**src/rtl/truth_table_sweeper.sv**
```systemverilog
// truth_table_sweeper: walks every input vector of an N_IN-input combinational
// block in ascending order, holds each vector for SETTLE_CYC cycles, samples
// the block's output into a truth table and compares it with a latched
// expected table.
module truth_table_sweeper #(
    parameter int N_IN       = 3,
    parameter int SETTLE_CYC = 4
) (
    input  logic                 clk,
    input  logic                 rst_n,
    input  logic                 start,
    input  logic                 abort,
    input  logic [2**N_IN-1:0]   expected,
    input  logic                 func_in,
    output logic [N_IN-1:0]      vec_out,
    output logic                 busy,
    output logic                 done,
    output logic [2**N_IN-1:0]   table_out,
    output logic                 mismatch,
    output logic [N_IN:0]        mismatch_cnt,
    output logic [N_IN-1:0]      first_fail
);

    localparam int TBL_W = 2**N_IN;
    localparam int CNT_W = (SETTLE_CYC > 1) ? $clog2(SETTLE_CYC) : 1;

    localparam logic [CNT_W-1:0] CNT_LAST = CNT_W'(SETTLE_CYC - 1);
    localparam logic [CNT_W-1:0] CNT_ONE  = CNT_W'(1);
    localparam logic [N_IN-1:0]  VEC_LAST = {N_IN{1'b1}};
    localparam logic [N_IN-1:0]  VEC_ONE  = N_IN'(1);

    typedef enum logic [1:0] {
        S_IDLE    = 2'd0,
        S_SETTLE  = 2'd1,
        S_CAPTURE = 2'd2,
        S_DONE    = 2'd3
    } state_t;

    state_t             state;
    logic [CNT_W-1:0]   cnt;
    logic [TBL_W-1:0]   exp_lat;

    // The mismatch counter is wide enough for every vector to fail, so a
    // plain increment never wraps.
    function automatic logic [N_IN:0] bump_count(input logic [N_IN:0] value);
        return value + (N_IN+1)'(1);
    endfunction

    // Sequencer: start/abort handling, settle timing, capture and compare.
    always_ff @(posedge clk or negedge rst_n) begin
        if (!rst_n) begin
            state        <= S_IDLE;
            cnt          <= '0;
            exp_lat      <= '0;
            vec_out      <= '0;
            busy         <= 1'b0;
            done         <= 1'b0;
            table_out    <= '0;
            mismatch     <= 1'b0;
            mismatch_cnt <= '0;
            first_fail   <= '0;
        end else begin
            // done is a single-cycle pulse; only the final capture raises it.
            done <= 1'b0;

            if (abort && (state == S_SETTLE || state == S_CAPTURE)) begin
                // Partial table and mismatch results are kept for inspection.
                state   <= S_IDLE;
                vec_out <= '0;
                cnt     <= '0;
                busy    <= 1'b0;
            end else begin
                case (state)
                    S_IDLE, S_DONE: begin
                        // abort outranks a simultaneous start.
                        if (start && !abort) begin
                            exp_lat      <= expected;
                            table_out    <= '0;
                            mismatch     <= 1'b0;
                            mismatch_cnt <= '0;
                            first_fail   <= '0;
                            vec_out      <= '0;
                            cnt          <= '0;
                            busy         <= 1'b1;
                            state        <= S_SETTLE;
                        end
                    end

                    S_SETTLE: begin
                        if (cnt == CNT_LAST) begin
                            state <= S_CAPTURE;
                        end else begin
                            cnt <= cnt + CNT_ONE;
                        end
                    end

                    S_CAPTURE: begin
                        table_out[vec_out] <= func_in;
                        if (func_in != exp_lat[vec_out]) begin
                            mismatch_cnt <= bump_count(mismatch_cnt);
                            mismatch     <= 1'b1;
                            // mismatch is still low only on the first failure.
                            if (!mismatch) begin
                                first_fail <= vec_out;
                            end
                        end
                        if (vec_out == VEC_LAST) begin
                            // Last vector stays on the pins after the sweep.
                            state <= S_DONE;
                            busy  <= 1'b0;
                            done  <= 1'b1;
                        end else begin
                            // vec_out only moves here, so it is stable for
                            // the whole settle window plus the capture cycle.
                            vec_out <= vec_out + VEC_ONE;
                            cnt     <= '0;
                            state   <= S_SETTLE;
                        end
                    end

                    default: begin
                        state <= S_IDLE;
                    end
                endcase
            end
        end
    end

endmodule
```
**config.mk**
```make
export PLATFORM = sky130hd
export DESIGN_NAME = truth_table_sweeper
export DESIGN_NICKNAME = d
export VERILOG_FILES = /design/src/rtl/truth_table_sweeper.sv
export SDC_FILE = /design/constraint.sdc
export NUM_CORES = 1
export LEC_CHECK = 0
export ABC_CLOCK_PERIOD_IN_PS = 4200
export BUFFER_PORTS_ARGS = -buffer_cell sky130_fd_sc_hd__buf_2
export CAP_MARGIN = 0
export CORE_MARGIN = 4
export CORE_UTILIZATION = 55
export DETAILED_ROUTE_END_ITERATION = 7
export GPL_ROUTABILITY_DRIVEN = 0
export PLACE_DENSITY = 0.78
export SYNTH_ARGS = -nofsm -noshare
export SYNTH_HDL_FRONTEND = slang
export SYNTH_SLANG_ARGS = --single-unit
```
**constraint.sdc**
```tcl
create_clock -name clk -period 4.2 [get_ports clk]
set_input_delay 0.21 -clock clk [delete_from_list [all_inputs] [get_ports clk]]
set_output_delay 0.21 -clock clk [all_outputs]
set_load 0.1 [all_outputs]
```
[Yosys cells after proc, flatten, opt, wreduce, memory -nomap -nowiden]
Cells that the tools add are included.
Word-level totals
  bits of input ports: 13
  register bits after elaboration: 33
  output and inout bits: 21
Cells by class
  bitwise logic cells: 1
  reductions and logical operators: 17
  $add $sub $neg: 3
  multiplexer cells: 37
  equality and inequality tests: 14
  magnitude comparators: 2
Operators with widths (number)
  2-bit 2-to-1 mux: 8
  8-bit case mux with 2 select lines: 1
  3-bit 2-to-1 mux: 5
  3-bit AND reduction: 5
  2-bit case mux with 3 select lines: 2
  3-bit case mux with 2 select lines: 2
  1-bit 2-to-1 mux: 10
  3-bit != test, second input constant: 3
  8-bit bitwise mux: 1
  4-bit 2-to-1 mux: 2
  8-bit 2-to-1 mux: 1
  4-bit case mux with 2 select lines: 1
  2-bit == test, second input constant: 3
  3-bit by 1-bit != test with 1-bit output, second input constant: 2
  5-bit AND reduction: 1
  4-bit by 1-bit adder with 4-bit output, second input constant: 1
  3-bit by 4-bit less-than comparator with 1-bit output, second input constant: 1
  2-bit != test, second input constant: 2
  1-bit case mux with 2 select lines: 2
  4-bit AND reduction: 1
  3-bit by 1-bit adder with 3-bit output, second input constant: 1
  1-bit binary-select mux with 3-bit select: 1
  1-bit demux with 3-bit select: 1
  3-bit == test, second input constant: 1
  14 further kinds: 16

[Logic depth before layout (Yosys ltp)]
  depth after elaboration: 6
  mapped depth: 8
  mapped depth without buffers: 7

[Least setup slack after synthesis]
Ideal clock, no wire load.
  path kind: flip-flop to flip-flop
  start point: register vec_out[0]
  end point: register mismatch_cnt[2]
  clock period less this slack: 2.661 ns
  stages on the path, launching flop included: 7
  data arrival time: 2.591 ns
  library setup time: 0.070 ns
  setup slack: 1.539 ns
  data required time: 4.130 ns
  buffers on the path: 1
  cell sequence: dfrtp_1 -> buf_4 -> mux2i_1 -> mux4_2 -> xnor2_2 -> or4_1 -> nand3_1
On the way
  word-level cells in the longest chain between the ends: 5
RTL lines
  start, declared: RTL line 15  | output logic [N_IN-1:0] vec_out,
  start signal, assigned: RTL line 115  | vec_out <= vec_out + VEC_ONE;
  1-bit binary-select mux with 3-bit select: RTL line 99  | if (func_in != exp_lat[vec_out]) begin
  1-bit 2-to-1 mux (implied by the code): RTL line 99
  1-bit != test: RTL line 99
  2-bit by 1-bit != test with 1-bit output (no source line)
  4-bit AND reduction (no source line)
  end signal, assigned: RTL line 100  | mismatch_cnt <= bump_count(mismatch_cnt);
  end, declared: RTL line 20  | output logic [N_IN:0] mismatch_cnt,
No other way between the ends. The select of a mux whose other input is x is not followed.
A chain may end at the register's enable or synchronous reset.

[Final worst setup path]
Same ends and word-level chain as after synthesis.

==> metrics.md <==
| Metric | Value |
|---|---|
| Critical-path top delay cell | dfrtp_1 |
| Crit path launch | vec_out[0] |
| FF-to-FF path depth | 5 |
| Mapped cell area | 1780 sq um |
| Reg-to-Reg End | mismatch_cnt[2] |
| Final setup violation count | 0 |
| Antenna-violating nets left | 0 |
| R2r setup slk | 1.83 ns |
| Synth area leader | dfrtp_1 |
| Max-Slew Margin vs Limit | 39.2% |
| Delay-heaviest family, CP | multiplexers |
| Worst Path Required | 4.46 ns |
| Cell Rows | 20 |
| Worst R2R Start | vec_out[0] |
| Setup CP Type | register to register |
| Library cells used by synthesis | 34 |
| CTS Sinks | 33 |
| Die Span X | 64.9 microns |
| Main synth FF type | dfrtp_1 |
| Inserted Clock Buffers | 5 |
| Routed len/inst | 14.3 microns |
| Status | completed |
| Sequential share of the synthesized area | 46.4% |
| Hold Path Stages | 2 |
| Worst setup endpoint | mismatch_cnt[2] |
| Slew @ Worst Pin | 0.912 ns |
| Io pins | 34 |
| HP Class | input port to register |
| Reg power frac | 44.6% |
| Drt drc | 0 |
| Finished Cell Area | 2020 sq um |
| Iter 0 DRT Violations | 102 |
| Port Buf Inserts | 33 |
| Slew Viols, Final | 0 |
| Yosys warns | 0 |
| Period utilization | 56.3% |
| Area growth syn-to-layout | 13.4% |
| Maximum clock insertion buffer count | 2 |
| RSZ-0062 raised after global routing | no |
| Core ar. | 3080 sq um |
| Vias post-DR | 1361 |
| DP HPWL | 2.50 mm |
| Peak VDD IR | 0.000291 V |
| Post-CTS setup buffer count | 0 |
| First-pass GRT wire length | 6.02 mm |
| Clock share of power | 17.4% |
| CP max FO | 17 |
| Setup Skew | 0.00705 ns |
| Pwr per Cell Area | 470 nW/um^2 |
| Fmax | 423 MHz |
| Synth top area cells | dfrtp_1 46%, mux2_2 9.5%, a22o_1 5.9% |
| CP cell instances | mux2i_1 -> mux4_2 -> xnor2_2 -> or4_1 -> nand3_1 |
| Setup TNS | 0 ns |
| Pleak | 0.970 nW |
| Setup WS pre-CTS | 1.86 ns |
| Share of cells above drive strength 1 | 29.1% |
| Post-Layout Cell Count | 243 |
| Total Routing Usage GR | 18.6% |
| Root buffer cell | clkbuf_4 |
| Vias per cell | 5.60 |
| Worst skew pair latency | 0.33 ns |
| Syn Inst Count | 168 |
| CTS resizes | 0 |
| Fraction of registers with async set/reset | 100% |
| Psw | 0.371 mW |
| Number of flops mapped to enable cells by yosys | 0 |
| Critical path arrival | 2.63 ns |
| CTS clk-pin slew, worst paths | 0.09 ns |
| Synth top area share | 46.4% |
| Area post-placement | 1960 sq um |
| Die height | 64.9 microns |
| Minimum clock period | 2.37 ns |
| Max_cap viols | 0 |
| CP endpoint kind | register |
| CTS tree | done |
| Placed insts | 234 |
| DR pass1 iterations | 4 |
| H-tree lvl count | 2 |
| GRT Residual Overflow | 0 |
| Worst path bufs/invs | 0 |
| Mean Syn Cell Area | 10.6 sq um |
| Synth top cells by count | 33 x dfrtp_1, 21 x nand2_1, 15 x mux2_2, 12 x a22o_1, 11 x clkbuf_1 |
| Syn nets | 188 |
| Power Internal | 0.578 mW |
| Synthesized flop and latch total | 33 |
| WP depth | 5 |
| Most numerous cell in the Yosys netlist | dfrtp_1 |
| Worst setup margin | 1.83 ns |
| Layout Nets | 218 |
| DIE AREA | 4210 sq um |
| Routed wire length | 3.47 mm |
| Critical path's largest stage delay | 0.71 ns |
| Final hold vios | 0 |
| Initial antenna violation count | 0 |
| Vias in the first global route | 1309 |
| Antenna diode count | 0 |
| Initial core utilization | 57.8% |
| Logic pwr share | 38.0% |
| Type of origin of the critical path | register |
| Largest net degree at the start of global routing | 34 |
| Switching part of the total | 39.1% |
## repair_timing
| action | 4_1_cts | 5_1_grt |
|---|---|---|
| endpoints found under the setup margin | 0 | 0 |
| endpoints found under the hold margin | 33 | 0 |
| hold buffers | 1 | 0 |
## state kept, by name, indices dropped and copies added (netlist names)
signal and cells:
exp_lat 8, vec_out 3, first_fail 3, busy 1, mismatch_cnt 4, done 1, cnt 2, mismatch 1
state 2, table_out 8
## through the flow
stage | total power, mW | util, % | hold WS [ns]
after global routing | 1.02 | 65.6 | 0.0851
after detailed placement | 0.790 | 63.7 | 0.311
after CTS | 0.958 | 65.6 | 0.0995
final | 0.949 | 65.6 | 0.111
after global placement | 0.770 | 63.7 | 0.290
after floorplan | 0.712 | - | -0.0856
## layout by cell type (no fill, tap or decap), drive strengths merged, types with 3 or more instances in the layout
master  Yosys  routed
inv         5       5
nand3       6       6
o311ai      4       4
nand2b      4       4
o21ai       7       7
o31ai       4       4
a21oi       3       3
nand2      21      21
a22o       12      12
o211ai      3       3
mux2       15      15
mux2i       4       4
clkbuf     11       8
nor3b       3       3
buf         1      34
dfrtp      33      33
nor2        7       7
ha          7       7
## worst min path at each step
stage / start / to / slack [ns]
after floorplan: rst_n / busy / -0.09
after global placement: rst_n / mismatch_cnt[3] / 0.29
after detailed placement: rst_n / mismatch_cnt[3] / 0.31
after CTS: expected[6] / exp_lat[6] / 0.1
after global routing: expected[4] / exp_lat[4] / 0.09
final: expected[4] / exp_lat[4] / 0.11
## cell families after synthesis
| logic type | share of synthesized area [%] |
|---|---|
| AND/OR/NAND/NOR | 13.9 |
| AO/OA/AOI/OAI | 16.2 |
| flip-flops | 46.4 |
| multiplexers | 13.0 |
| buffers and inverters | 3.80 |
| adder cells (fa/ha/maj) | 4.92 |
| XOR/XNOR | 1.83 |
## final cells by class
cell class                      count  area [sq um]
Clock buffer                        8          48.8
Fill cell                         246          1060
Inverter                            5          18.8
Multi-Input combinational cell    118           887
Sequential cell                    33           826
Tap cell                           44          55.1
Timing Repair Buffer               35           183
## metal layers
metal	part of all wire [%]	vias up	GRT usage, %	wire (microns)
li1	-	673	-	-
met2	51	32	31.2	1760
met5	0	-	0	0
met4	1.0	0	5.54	36
met3	4.5	4	6.41	156
met1	44	652	22.5	1520
## power groups by stage
stage / Clock (mW) / Combinational [mW] / Sequential, mW
final: 0.165 / 0.360 / 0.423
after floorplan: 0 / 0.221 / 0.491
after detailed placement: 0 / 0.361 / 0.429
after global routing: 0.190 / 0.395 / 0.431
after global placement: 0 / 0.343 / 0.426
after CTS: 0.173 / 0.363 / 0.423
No activity file was read; power rests on OpenSTA's default activity.
